--- src/rtl/seven_seg_scan_driver.sv ---
// ============================================================================
// seven_seg_scan_driver
// ----------------------------------------------------------------------------
// Multiplexed 7-segment display driver. The divided scan clock from
// Clock_Divider arrives on slow_clk as plain data. It is synchronized into
// the clk_in domain. Each rising edge advances the scan by one digit.
//
// A new hex word is captured as "pending". It is moved into the displayed
// word only when the scan wraps from the last digit back to digit 0, so a
// frame never shows a mix of old and new data.
//
// All outputs are active-low and registered, ready to drive board pins.
//
// Parameters
//   NUM_DIGITS   digits scanned (1..8); value is 4*NUM_DIGITS bits wide
//   SYNC_STAGES  synchronizer flops on slow_clk (>= 2)
//   DP_MASK      bit i = 1 lights the decimal point on digit i
//
// Ports
//   clk_in       system clock, all logic on posedge
//   reset        synchronous, active-high
//   slow_clk     scan clock, asynchronous to clk_in
//   value        hex word; nibble i is shown on digit i (digit 0 = rightmost)
//   value_valid  strobe: capture value as pending (the last strobe wins)
//   digit_en     per-digit enable; 0 keeps that anode off
//   an           anodes, active-low, one-hot-low
//   seg          segments {g,f,e,d,c,b,a}, active-low
//   dp           decimal point, active-low
//   frame_done   1-cycle pulse after the scan wraps to digit 0
//
// Optional feature
//   SEVSEG_BLANK_LEADING_ZEROS_EN
//     When defined, digit i (i > 0) is blanked when nibbles i..NUM_DIGITS-1
//     of the displayed word are all zero and DP_MASK[i] is 0.
//     Digit 0 is never blanked.
//     When undefined, every enabled digit shows its nibble.
// ============================================================================
module seven_seg_scan_driver #(
  parameter int         NUM_DIGITS  = 8,
  parameter int         SYNC_STAGES = 2,
  parameter logic [7:0] DP_MASK     = 8'h00
) (
  input  logic                    clk_in,
  input  logic                    reset,
  input  logic                    slow_clk,
  input  logic [4*NUM_DIGITS-1:0] value,
  input  logic                    value_valid,
  input  logic [NUM_DIGITS-1:0]   digit_en,
  output logic [NUM_DIGITS-1:0]   an,
  output logic [6:0]              seg,
  output logic                    dp,
  output logic                    frame_done
);

  localparam int              VAL_W    = 4 * NUM_DIGITS;
  localparam int              IDX_W    = (NUM_DIGITS > 1) ? $clog2(NUM_DIGITS) : 1;
  localparam logic [IDX_W-1:0] LAST_IDX = IDX_W'(NUM_DIGITS - 1);

  // Active-high segment pattern {g,f,e,d,c,b,a} for one hex nibble
  function automatic logic [6:0] hex7(input logic [3:0] nib);
    logic [6:0] pat;
    case (nib)
      4'h0:    pat = 7'h3F;
      4'h1:    pat = 7'h06;
      4'h2:    pat = 7'h5B;
      4'h3:    pat = 7'h4F;
      4'h4:    pat = 7'h66;
      4'h5:    pat = 7'h6D;
      4'h6:    pat = 7'h7D;
      4'h7:    pat = 7'h07;
      4'h8:    pat = 7'h7F;
      4'h9:    pat = 7'h6F;
      4'hA:    pat = 7'h77;
      4'hB:    pat = 7'h7C;
      4'hC:    pat = 7'h39;
      4'hD:    pat = 7'h5E;
      4'hE:    pat = 7'h79;
      default: pat = 7'h71;
    endcase
    return pat;
  endfunction

  logic [SYNC_STAGES-1:0] sync_q;
  logic                   prev_q;
  logic                   scan_tick;
  logic                   wrap;

  logic [IDX_W-1:0] idx_q;
  logic [IDX_W-1:0] idx_next;
  logic [VAL_W-1:0] disp_q;
  logic [VAL_W-1:0] disp_next;
  logic [VAL_W-1:0] pend_val_q;
  logic [VAL_W-1:0] pend_val_next;
  logic             pend_flag_q;
  logic             pend_flag_next;

  logic [3:0]            nibble;
  logic [NUM_DIGITS-1:0] an_next;
  logic [6:0]            seg_next;
  logic                  dp_next;

  // slow_clk is asynchronous to clk_in.
  // It goes through a flop chain, then one more flop for edge detection.
  // Falling edges are ignored.
  always_ff @(posedge clk_in) begin
    if (reset) begin
      sync_q <= '0;
      prev_q <= 1'b0;
    end else begin
      sync_q <= {sync_q[SYNC_STAGES-2:0], slow_clk};
      prev_q <= sync_q[SYNC_STAGES-1];
    end
  end

  assign scan_tick = sync_q[SYNC_STAGES-1] & ~prev_q;
  assign wrap      = scan_tick && (idx_q == LAST_IDX);

  // Compute the next scan position, displayed word and pending word.
  // A strobe that lands exactly on the wrap goes straight to the display.
  // Otherwise, any pending word is promoted to the display at the wrap.
  always_comb begin
    idx_next       = idx_q;
    disp_next      = disp_q;
    pend_val_next  = pend_val_q;
    pend_flag_next = pend_flag_q;

    if (scan_tick) begin
      idx_next = wrap ? '0 : idx_q + IDX_W'(1);
    end

    if (value_valid) begin
      pend_val_next  = value;
      pend_flag_next = 1'b1;
    end

    if (wrap) begin
      if (value_valid) begin
        disp_next = value;
      end else if (pend_flag_q) begin
        disp_next = pend_val_q;
      end
      pend_flag_next = 1'b0;
    end
  end

`ifdef SEVSEG_BLANK_LEADING_ZEROS_EN
  logic [NUM_DIGITS-1:0] upper_zero;

  // upper_zero[i]: every nibble from digit i upward is zero
  always_comb begin
    upper_zero = '0;
    for (int i = 0; i < NUM_DIGITS; i++) begin
      upper_zero[i] = ((disp_next >> (4 * i)) == VAL_W'(0));
    end
  end
`endif

  // Output decode.
  // It uses the post-update index and word, so the pins change on the
  // same clk_in edge as the scan position.
  always_comb begin
    nibble = disp_next[{idx_next, 2'b00} +: 4];

    an_next = '1;
    for (int i = 0; i < NUM_DIGITS; i++) begin
      an_next[i] = ~((idx_next == IDX_W'(i)) && digit_en[i]);
    end

    seg_next = ~hex7(nibble);
    dp_next  = ~DP_MASK[idx_next];

`ifdef SEVSEG_BLANK_LEADING_ZEROS_EN
    if ((idx_next != '0) && upper_zero[idx_next] && !DP_MASK[idx_next]) begin
      an_next  = '1;
      seg_next = 7'h7F;
      dp_next  = 1'b1;
    end
`endif
  end

  // Scan state and registered pin drivers.
  // A reset aborts the frame and drops any pending word.
  always_ff @(posedge clk_in) begin
    if (reset) begin
      idx_q       <= '0;
      disp_q      <= '0;
      pend_val_q  <= '0;
      pend_flag_q <= 1'b0;
      an          <= '1;
      seg         <= 7'h7F;
      dp          <= 1'b1;
      frame_done  <= 1'b0;
    end else begin
      idx_q       <= idx_next;
      disp_q      <= disp_next;
      pend_val_q  <= pend_val_next;
      pend_flag_q <= pend_flag_next;
      an          <= an_next;
      seg         <= seg_next;
      dp          <= dp_next;
      frame_done  <= wrap;
    end
  end

endmodule

--- config.mk ---
export PLATFORM = sky130hd
export DESIGN_NAME = seven_seg_scan_driver
export DESIGN_NICKNAME = d
export VERILOG_FILES = /design/src/rtl/seven_seg_scan_driver.sv
export SDC_FILE = /design/constraint.sdc
export NUM_CORES = 1
export LEC_CHECK = 0
export CORE_ASPECT_RATIO = 1.25
export CORE_MARGIN = 5
export CORE_UTILIZATION = 55
export CTS_BUF_LIST = sky130_fd_sc_hd__clkbuf_4
export DETAILED_ROUTE_END_ITERATION = 12
export MAX_ROUTING_LAYER = met4
export PLACE_DENSITY_LB_ADDON = 0.3
export SETUP_SLACK_MARGIN = 0.05
export SLEW_MARGIN = 20
export SYNTH_ARGS = -nofsm -noshare
export SYNTH_HDL_FRONTEND = slang
export SYNTH_SLANG_ARGS = --single-unit
--- constraint.sdc ---
create_clock -name clk_in -period 3.5 [get_ports clk_in]
set_input_delay 0.7 -clock clk_in [delete_from_list [all_inputs] [get_ports clk_in]]
set_output_delay 0.7 -clock clk_in [all_outputs]
set_load 0.01 [all_outputs]
==> results.md <==
- TritonCTS clock tree: built
- Crit-path max FO: 19
- Worst-path clk slew: 130 ps
- Crit path largest cell delay: around 540 ps
- Combinational share of power: 10.6%
- Power density over the cells: about 390 nW/um2
- Die width: between 80 and 90 um
- Area grow syn2layout: 21.8%
- Commonest non-fill, non-tap cells in the layout: dfxtp_1, nor2_1, clkdlybuf4s50_1
- CP cell instances: ha_1 -> ha_2 -> and3b_1 -> buf_4 -> a21oi_1 -> a2111oi_0 -> a211oi_1 -> a31oi_1 -> buf_4 -> nor2b_1 -> a22o_1 -> o21bai_2
- #FFs+latches synth: between 80 and 90
- Rows: 34
- Cell Area, Placed: 4530 um2
- Full die area: 8810 um2
- Initial antenna violation count: 0
- Initial DRC count: 135
- Initial core utilization: between 50 and 60%
- Layout cells sized above 1: 11.2%
- Die Height: ~100 um
- Final Total Pwr: ~1800 uW
- Ant. Diodes: 0
- CTS Hold Buffers Added: 0
- Setup crit end kind: flop
- Flop pwr share: 56.3%
- Final Hold Viols: 0
- Worst EP required: approximately 3800 ps
- Mean Syn Cell Area: 9.38 um2
- Vias in the first global route: about 3200
- Dpl hpwl: about 6.4 mm
- Final WL: 9.00 mm
- Switching Fraction: about a quarter
- Most used DFF post-synth: dfxtp_1
- DRT antenna net count: 0
- CP startpoint kind: flop
- Crit path kind: reg -> reg
- RSZ-0062 raised after global routing: no
- IO Count: just over 60
- Global Route Usage Sum: ~21%
- Max_cap viols: 0
- Post-route DRC: 0
- Root Driver: clkbuf_4
- Final Cell Area: approximately 4700 um2
- WP data arrival: between 3000 and 4000 ps
- # setup viols final: 0
- Min-Delay Path Class: reg -> reg
- First-pass GRT wire length: approximately 15 mm
- Cell count after synthesis: between 400 and 500
- Switching pwr: 431 uW
- Port Buffers: 59
- Core area: 6890 um2
- Clock tree buffer depth: 2
- Max Freq: 307 MHz
- Relative slew slack: roughly three fifths
- Synth Cell Area: 3860 um2
- CTS buffer count: 9
- Gpl congestion: between 0.8 and 0.9
- Vias: approximately 3300
- Internal power: about 1400 uW
- Fraction of the cycle the final worst path needs: around 93%
- Drt via density: ~5.8
- Clk_lat worst skew: roughly 430 ps
- Cell taking the most area after synthesis: dfxtp_1
- Dpl cells: 550
- Yosys top cell area share: between 40% and 50%
- Syn nets: approximately 470
- Netlist cell types: between 50 and 60
- CTS H-tree depth: 3
- Clock Skew: slightly below 20 ps
- CTS Sinks: between 80 and 90
- Clk pwr share: between 30% and 40%
- Most used cell, CP: buf_4
- Fin util: between 60% and 70%
- # nets final: about 530
- Worst Tran Pin Value: roughly 580 ps
- Wire per inst: between 15 and 20 um
- Warnings, synthesis: 0
- Fin cells: approximately 570
- Peak VDD IR: between 0.0002 and 0.0003 V
- Critical path's slowest cell: a2111oi_0
- Post-route minimum period: 3260 ps
- Post-synth EDFFs: 0
- Most common cell after layout, fill and taps aside: dfxtp_1
- Pleak: approximately 0.0018 uW
- Slew Viols, Final: 0
- FFs w/ async S/R, synth: 0%
- Largest net degree at the start of global routing: 37
- Post-route setup TNS: 0 ps
- Post-synthesis sequential area ratio: between 40% and 50%
- Synth top area cells: dfxtp_1, mux2i_1, nor2_1
- Outcome: completed
- First-pass DRT Iterations: 4
- Global route total overflow: 0
-- routing by layer --
metal,vias to the layer above,track usage [%],wire length (um),part of all wire (%)
li1,1603,-,-,-
met1,1566,27.1,3910,43
met3,15,3.02,440,4.9
met4,0,7.92,174,1.9
met2,94,34.7,4470,50
met5,-,-,0,0
-- what timing repair did --
action / CTS / global route
buffers inserted: 0 / 1
endpoints found under the setup margin: 0 / 5
hold endpoints to repair: 0 / 0
gates resized for setup: 0 / 4
-- worst max-delay path: cells and delay by family (launching register included) --
kind | cells | cell delay (ps)
and+or+nand+nor | 2 | 480
DFF | 1 | 460
buffers and inverters | 2 | 470
adders and majority gates | 2 | 460
AOI/OAI and AO/OA | 6 | 1300
-- flip-flops by register name, summed over array words and instances (netlist names) --
signal	flops
idx_q	3
an	8
pend_flag_q	1
frame_done	1
prev_q	1
sync_q	2
seg	7
pend_val_q	32
disp_q	32
-- path summary, 6_finish.rpt --
check | startpoint | to | slack (ps) | depth (start not counted)
min reg2reg | disp_q[9]$_SDFF_PP0_ | disp_q[9]$_SDFF_PP0_ | 470 | 2
max reg2reg | idx_q[0]$_SDFF_PP0_ | seg[0]$_SDFF_PP1_ | 240 | 12
min | disp_q[9]$_SDFF_PP0_ | disp_q[9]$_SDFF_PP0_ | 470 | 2
max | idx_q[0]$_SDFF_PP0_ | seg[0]$_SDFF_PP1_ | 240 | 12
-- cell usage after synthesis, drive strengths merged, types with 3 or more instances --
cell / instances
nand2: 22
nand3: 8
ha: 9
nand3b: 3
nand2b: 3
o21ai: 16
clkbuf: 10
a22oi: 7
a21oi: 21
o22ai: 4
mux2: 3
a32oi: 6
buf: 20
inv: 9
nor2: 59
a211oi: 21
mux2i: 33
nand4: 4
dfxtp: 87
a2111oi: 3
nor3: 5
a31oi: 5
o211ai: 4
o21a: 3
nor2b: 15
-- power groups by stage --
stage | registers (uW) | logic [uW] | clock network, uW
after detailed placement | 1060 | 193 | 0
after floorplan | 1050 | 107 | 0
final | 1040 | 195 | 610
after CTS | 1030 | 194 | 621
after global placement | 1060 | 190 | 0
after global routing | 1040 | 212 | 662
-- area by class of cell --
cell class	instances	area, um2
clock inverters	4	72.6
well taps	90	113
fillers	561	2190
flip-flops and latches	87	1740
inverters	9	33.8
multi-input cells	286	1940
repair buffers	79	731
clock buffers	10	75.1
-- per-stage QoR --
stage / setup WS, ps / hold WS, ps
after floorplan: 305 / 414
after global placement: 326 / 423
after detailed placement: 197 / 433
after CTS: 145 / 466
after global routing: 76.6 / 480
final: 239 / 466
-- kinds of logic (layout without fill, tap and decap cells) --
family                   after synthesis  after routing  synth area share [%]
flip-flops                            87             87                  45.1
AO/OA/AOI/OAI                        106            106                  19.6
buffers and inverters                 39            102                  5.28
adder cells (fa/ha/maj)                9              9                  2.91
AND/OR/NAND/NOR                      132            132                  16.4
multiplexers                          38             38                  10.7
other                                  1              1                0.0970
No activity file was read; power rests on OpenSTA's default activity.
